==> config.mk <==
export PLATFORM = sky130hd
export DESIGN_NAME = key_scan_module
export DESIGN_NICKNAME = d
export VERILOG_FILES = /design/src/rtl/pwm_pkg.sv /design/src/rtl/key_channel.sv /design/src/rtl/key_scan_module.sv
export SDC_FILE = /design/constraint.sdc
export NUM_CORES = 1
export LEC_CHECK = 0
export CAP_MARGIN = 20
export CELL_PAD_IN_SITES_DETAIL_PLACEMENT = 1
export CELL_PAD_IN_SITES_GLOBAL_PLACEMENT = 1
export CORE_MARGIN = 4
export CORE_UTILIZATION = 53
export CTS_BUF_LIST = sky130_fd_sc_hd__clkbuf_16
export CTS_CLUSTER_DIAMETER = 30
export CTS_CLUSTER_SIZE = 25
export DETAILED_ROUTE_END_ITERATION = 10
export PLACE_DENSITY = 0.89
export SETUP_SLACK_MARGIN = 0.2
export SLEW_MARGIN = 0
export SYNTH_ARGS = -nofsm -noshare
export SYNTH_HDL_FRONTEND = slang
export SYNTH_SLANG_ARGS = --single-unit
export TNS_END_PERCENT = 20
==> constraint.sdc <==
create_clock -name CLK -period 8.8 [get_ports CLK]
set_input_delay 0.88 -clock CLK [delete_from_list [all_inputs] [get_ports CLK]]
set_output_delay 0.88 -clock CLK [all_outputs]
set_load 0.02 [all_outputs]
==> src/rtl/pwm_pkg.sv <==
// Shared definitions for the PWM key front end: channel FSM states, default timing,
// and the bit position of each board key inside the key vector.
package pwm_pkg;

    typedef enum logic [2:0] {
        IDLE,
        DB_PRESS,
        PRESSED,
        REPEAT,
        DB_RELEASE
    } key_state_t;

    localparam int DEBOUNCE_CNT_DEF = 1000000;
    localparam int HOLD_CNT_DEF     = 25000000;
    localparam int REPEAT_CNT_DEF   = 5000000;

    localparam int KEY_ADD_DUTY   = 3;
    localparam int KEY_SUB_DUTY   = 2;
    localparam int KEY_ADD_PERIOD = 1;
    localparam int KEY_SUB_PERIOD = 0;

    function automatic int cnt_max3(input int a, input int b, input int c);
        int m;
        m = (a > b) ? a : b;
        return (m > c) ? m : c;
    endfunction

endpackage

==> src/rtl/key_channel.sv <==
// One key: 2-FF synchroniser, debounce/hold/repeat FSM and its shared counter.
// Auto-repeat states are only built when KEY_AUTO_REPEAT_EN is defined.
module key_channel
    import pwm_pkg::*;
#(
    parameter int DEBOUNCE_CNT = DEBOUNCE_CNT_DEF,
    parameter int HOLD_CNT     = HOLD_CNT_DEF,
    parameter int REPEAT_CNT   = REPEAT_CNT_DEF
) (
    input  logic clk,
    input  logic rst,
    input  logic key_n,
    output logic pulse,
    output logic level
);

    localparam int CNT_MAX = cnt_max3(DEBOUNCE_CNT, HOLD_CNT, REPEAT_CNT);
    localparam int CNT_W   = (CNT_MAX > 1) ? $clog2(CNT_MAX) : 1;

    localparam logic [CNT_W-1:0] DB_LAST   = CNT_W'(DEBOUNCE_CNT - 1);
`ifdef KEY_AUTO_REPEAT_EN
    localparam logic [CNT_W-1:0] HOLD_LAST = CNT_W'(HOLD_CNT - 1);
    localparam logic [CNT_W-1:0] REP_LAST  = CNT_W'(REPEAT_CNT - 1);
`endif

    logic             sync1;
    logic             sync2;
    logic             press;
    key_state_t       state;
    key_state_t       state_nxt;
    logic [CNT_W-1:0] cnt;
    logic [CNT_W-1:0] cnt_nxt;
    logic             pulse_nxt;
    logic             level_nxt;

    // Synchroniser resets to "released" so a key held through reset is seen as a new press.
    always_ff @(posedge clk or posedge rst) begin
        if (rst) begin
            sync1 <= 1'b1;
            sync2 <= 1'b1;
        end else begin
            sync1 <= key_n;
            sync2 <= sync1;
        end
    end

    assign press = ~sync2;

    always_ff @(posedge clk or posedge rst) begin
        if (rst) begin
            state <= IDLE;
            cnt   <= '0;
            pulse <= 1'b0;
            level <= 1'b0;
        end else begin
            state <= state_nxt;
            cnt   <= cnt_nxt;
            pulse <= pulse_nxt;
            level <= level_nxt;
        end
    end

    always_comb begin
        state_nxt = state;
        cnt_nxt   = cnt;
        pulse_nxt = 1'b0;
        level_nxt = level;
        case (state)
            IDLE: begin
                if (press) begin
                    state_nxt = DB_PRESS;
                    cnt_nxt   = '0;
                end
            end
            DB_PRESS: begin
                if (!press) begin
                    state_nxt = IDLE;
                    cnt_nxt   = '0;
                end else if (cnt == DB_LAST) begin
                    state_nxt = PRESSED;
                    cnt_nxt   = '0;
                    pulse_nxt = 1'b1;
                    level_nxt = 1'b1;
                end else begin
                    cnt_nxt = cnt + CNT_W'(1);
                end
            end
            PRESSED: begin
                if (!press) begin
                    state_nxt = DB_RELEASE;
                    cnt_nxt   = '0;
                end
`ifdef KEY_AUTO_REPEAT_EN
                else if (cnt == HOLD_LAST) begin
                    state_nxt = REPEAT;
                    cnt_nxt   = '0;
                    pulse_nxt = 1'b1;
                end else begin
                    cnt_nxt = cnt + CNT_W'(1);
                end
`endif
            end
`ifdef KEY_AUTO_REPEAT_EN
            REPEAT: begin
                if (!press) begin
                    state_nxt = DB_RELEASE;
                    cnt_nxt   = '0;
                end else if (cnt == REP_LAST) begin
                    cnt_nxt   = '0;
                    pulse_nxt = 1'b1;
                end else begin
                    cnt_nxt = cnt + CNT_W'(1);
                end
            end
`endif
            DB_RELEASE: begin
                // A press seen mid-release is bounce: return to held without a pulse.
                if (press) begin
                    state_nxt = PRESSED;
                    cnt_nxt   = '0;
                end else if (cnt == DB_LAST) begin
                    state_nxt = IDLE;
                    cnt_nxt   = '0;
                    level_nxt = 1'b0;
                end else begin
                    cnt_nxt = cnt + CNT_W'(1);
                end
            end
            default: begin
                state_nxt = IDLE;
                cnt_nxt   = '0;
                level_nxt = 1'b0;
            end
        endcase
    end

endmodule

==> src/rtl/key_scan_module.sv <==
// Debounced press/auto-repeat pulses for the PWM adjust keys, one independent channel per key.
// Auto-repeat is built only when KEY_AUTO_REPEAT_EN is defined.
module key_scan_module
    import pwm_pkg::*;
#(
    parameter int NUM_KEYS     = 4,
    parameter int DEBOUNCE_CNT = DEBOUNCE_CNT_DEF,
    parameter int HOLD_CNT     = HOLD_CNT_DEF,
    parameter int REPEAT_CNT   = REPEAT_CNT_DEF
) (
    input  logic                CLK,
    input  logic                Rst,
    input  logic [NUM_KEYS-1:0] Key_In,
    output logic [NUM_KEYS-1:0] Key_Pulse,
    output logic [NUM_KEYS-1:0] Key_Level
);

    logic [NUM_KEYS-1:0] ch_pulse;
    logic [NUM_KEYS-1:0] ch_level;

    for (genvar i = 0; i < NUM_KEYS; i++) begin : g_ch
        key_channel #(
            .DEBOUNCE_CNT (DEBOUNCE_CNT),
            .HOLD_CNT     (HOLD_CNT),
            .REPEAT_CNT   (REPEAT_CNT)
        ) u_ch (
            .clk   (CLK),
            .rst   (Rst),
            .key_n (Key_In[i]),
            .pulse (ch_pulse[i]),
            .level (ch_level[i])
        );
    end

    // Boundary register so the adjust stage sees all keys from one flop bank.
    always_ff @(posedge CLK or posedge Rst) begin
        if (Rst) begin
            Key_Pulse <= '0;
            Key_Level <= '0;
        end else begin
            Key_Pulse <= ch_pulse;
            Key_Level <= ch_level;
        end
    end

endmodule

==> results.json <==
{
  "peakVddDrop_mv": 0.165,
  "ys_seq_area_share_pct": 49.6,
  "drv_cap": 0,
  "ys_async_sr_fraction_pct": 100,
  "mostFrequentLayoutCells": "128 x dfrtp_1, 116 x nor2_1, 46 x xnor2_1",
  "start_util_pct": 54.3,
  "path_buf_inv": 0,
  "crit_fanout": 17,
  "clkSinkCount": 136,
  "via_per_inst": 6.08,
  "drtPass1Iterations": 4,
  "dr.max_layer_used": "met4",
  "chipHeight_um": 122,
  "required_ns": 9.07,
  "regArea_mm2": 0.00341,
  "cts_resized": 0,
  "hold_path_depth": 0,
  "postCtsSetupBuffers": 0,
  "rsz0062_at_grt": "no",
  "numPortBuffers": 13,
  "root_buffer": "clkbuf_16",
  "fin_tns_setup_ns": 0,
  "worstMarginPinSlew_ns": 0.969,
  "synth-seq-cells": 136,
  "num_antenna_cells": 0,
  "syn_area_per_cell_um2": 9.75,
  "period_needed_ns": 2.61,
  "cpPeakStageDelay_ns": 0.69,
  "core_mm2": 0.0127,
  "grt_pass1_vias": 5895,
  "drcViolationCount": 0,
  "switchingPower_w": 0.000313,
  "power.density_mw_per_mm2": 181,
  "drive_gt1_share_pct": 8.15,
  "crit_arrival_ns": 2.89,
  "wl_per_cell_um": 19.4,
  "insertion_delay_ns": 0.43,
  "hp-class": "reg2reg",
  "ios": 14,
  "end_kind": "flip-flop",
  "cts_hold_buf": 0,
  "leakagePower_nw": 3.20,
  "die_area_mm2": 0.0149,
  "final_common_cell": "dfrtp_1",
  "rr_worst_depth": 5,
  "relSlewSlack_pct": 34.9,
  "synth_edf_count": 0,
  "grt_overflow": 0,
  "final_core_util_pct": 60.8,
  "finalClockSkew_ns": 0.00763,
  "num_vias": 5452,
  "slew_violations": 0,
  "p_seq_share_pct": 46.0,
  "synth_nets": 716,
  "cts_tree": "built",
  "crit_cells": 5,
  "ant_nets": 0,
  "grt_max_degree": 70,
  "cp-start-kind": "flip-flop",
  "comb_power_share_pct": 3.7,
  "netlist_area_mm2": 0.00688,
  "grt_usage_pct": 25.5,
  "met2_length_um": 8940,
  "setup_viol_count_final": 0,
  "path_class": "reg2reg",
  "multi_input_area_mm2": 0.00328,
  "p_int_w": 0.00108,
  "wirelength_um": 17300,
  "path_clk_slew_ns": 0.06,
  "swShare_pct": 22.4,
  "yosysWarnings": 0,
  "finalHoldViolCount": 0,
  "ys_types": 61,
  "globalplace.congestion": 0.790,
  "synthToLayoutAreaGrowth_pct": 11.9,
  "dr_wl_met3_um": 506,
  "nNetsFinal": 722,
  "period_share_pct": 29.7,
  "wirelength_met1_um": 7460,
  "path_cells": "or4b_1, nor3_1, a21oi_2, a211oi_4, nor2_1",
  "drt_iter0_markers": 475,
  "synth_top_flop_cell": "dfrtp_1",
  "syn_inst": 706,
  "cp_slowest_cell": "a211oi_4",
  "num-fill-cells": 1437,
  "cp_top_family": "simple AND/OR/NAND/NOR gates",
  "rows": 41,
  "final_area_mm2": 0.00770,
  "post_dp_cell_area_mm2": 0.00713,
  "grt_antenna_before_repair": 0,
  "die_w_um": 122,
  "fmax_ghz": 0.383,
  "cts_buffers": 17,
  "dp_hpwl_um": 11000,
  "clkPwrFrac_pct": 50.3,
  "clock_path_buffers": 2,
  "grt_first_pass_wirelength_um": 29800,
  "status": "finished clean",
  "htreeDepth": 4
}
cell usage after synthesis, types with 2 or more instances:
| library cell | count | share of area [%] |
|---|---|---|
| nor4b_1 | 6 | 0.76 |
| a211oi_1 | 3 | 0.33 |
| ha_1 | 4 | 0.73 |
| nor2_1 | 116 | 6.3 |
| a211o_1 | 3 | 0.38 |
| nand3_1 | 39 | 2.8 |
| xnor2_1 | 46 | 5.9 |
| or4_1 | 3 | 0.33 |
| nor4_4 | 2 | 0.62 |
| and4_1 | 11 | 1.4 |
| a211oi_2 | 2 | 0.36 |
| nand2_1 | 42 | 2.3 |
| buf_2 | 2 | 0.15 |
| nand2b_1 | 6 | 0.55 |
| a22o_1 | 8 | 1.0 |
| buf_6 | 3 | 0.49 |
| nor3b_1 | 7 | 0.76 |
| nor2b_1 | 5 | 0.45 |
| and2_0 | 2 | 0.18 |
| or3_1 | 3 | 0.27 |
| mux2_2 | 2 | 0.33 |
| xor2_1 | 41 | 5.2 |
| or2_2 | 2 | 0.18 |
| o211ai_1 | 3 | 0.33 |
| a31oi_1 | 4 | 0.36 |
| a21o_1 | 4 | 0.44 |
| inv_1 | 16 | 0.87 |
| mux2i_1 | 3 | 0.44 |
| clkbuf_1 | 25 | 1.4 |
| o21ai_0 | 9 | 0.65 |
| nand4_1 | 30 | 2.7 |
| nand3b_1 | 3 | 0.33 |
| dfstp_2 | 8 | 3.1 |
| or4b_1 | 4 | 0.58 |
| dfrtp_1 | 128 | 47 |
| nor3_1 | 28 | 2.0 |
| a21oi_2 | 2 | 0.25 |
| a2111oi_0 | 3 | 0.38 |
| and2_1 | 7 | 0.64 |
| a21oi_1 | 17 | 1.2 |
| and3_1 | 15 | 1.4 |
| nor4_1 | 20 | 1.8 |
per-layer routing:
| layer | global-route usage (%) | up-vias |
|---|---|---|
| met5 | 0 | - |
| met4 | 11.1 | 0 |
| met3 | 5.94 | 38 |
| met2 | 42.5 | 91 |
| met1 | 31.7 | 2824 |
| li1 | - | 2499 |
cells by family after synthesis:
kind of cell    count (synthesis)  synth area share (%)
compound gates                 68                  7.25
xor+xnor                       87                  11.1
fa+ha+maj                       4                 0.727
buf+inv                        46                  2.87
flops                         136                  49.6
mux                             5                 0.764
simple gates                  360                  27.7
power by group through the flow:
stage	registers [W]	logic, W	clock network, W
3_3_place_gp	0.000652	0.0000492	0
6_report	0.000643	0.0000519	0.000702
3_5_place_dp	0.000653	0.0000524	0
4_1_cts	0.000642	0.0000530	0.000711
5_1_grt	0.000643	0.0000590	0.000741
2_1_floorplan	0.000648	0.0000426	0
through the flow:
step	setup slack, ns	hold slack, ns	std cells	total power, W
after CTS	6.15	0.357	896	0.00141
after global placement	6.11	0.333	865	0.000701
after detailed placement	6.05	0.337	865	0.000705
after global routing	6.02	0.362	896	0.00144
after floorplan	4.29	0.331	706	0.000691
final	6.19	0.356	896	0.00140
layout make-up:
cell class                      count  area share, %
Inverter                           16          0.845
Sequential cell                   136           44.3
Clock inverter                     14           1.88
Timing Repair Buffer               17           2.08
Multi-Input combinational cell    524           42.5
Tap cell                          172           2.79
Clock buffer                       17           5.52
path summary, 6_finish.rpt:
check                                     start                    to  slack (ns)
max                        g_ch[1].u_ch.cnt[21]   g_ch[1].u_ch.cnt[7]        6.19
min                          g_ch[0].u_ch.sync1    g_ch[0].u_ch.sync2        0.36
max reg2reg                g_ch[1].u_ch.cnt[21]   g_ch[1].u_ch.cnt[7]        6.19
min reg2reg                  g_ch[0].u_ch.sync1    g_ch[0].u_ch.sync2        0.36
max in group asynchronous                   Rst          Key_Level[0]        6.57
min in group asynchronous                   Rst  g_ch[2].u_ch.cnt[15]        0.92
flip-flops by register name, summed over array words and instances (netlist names):
name	flops
Key_Level	4
Key_Pulse	4
g_ch.u_ch.cnt	100
g_ch.u_ch.level	4
g_ch.u_ch.pulse	4
g_ch.u_ch.state	12
g_ch.u_ch.sync1	4
g_ch.u_ch.sync2	4
(Power assumes the default switching activity.)
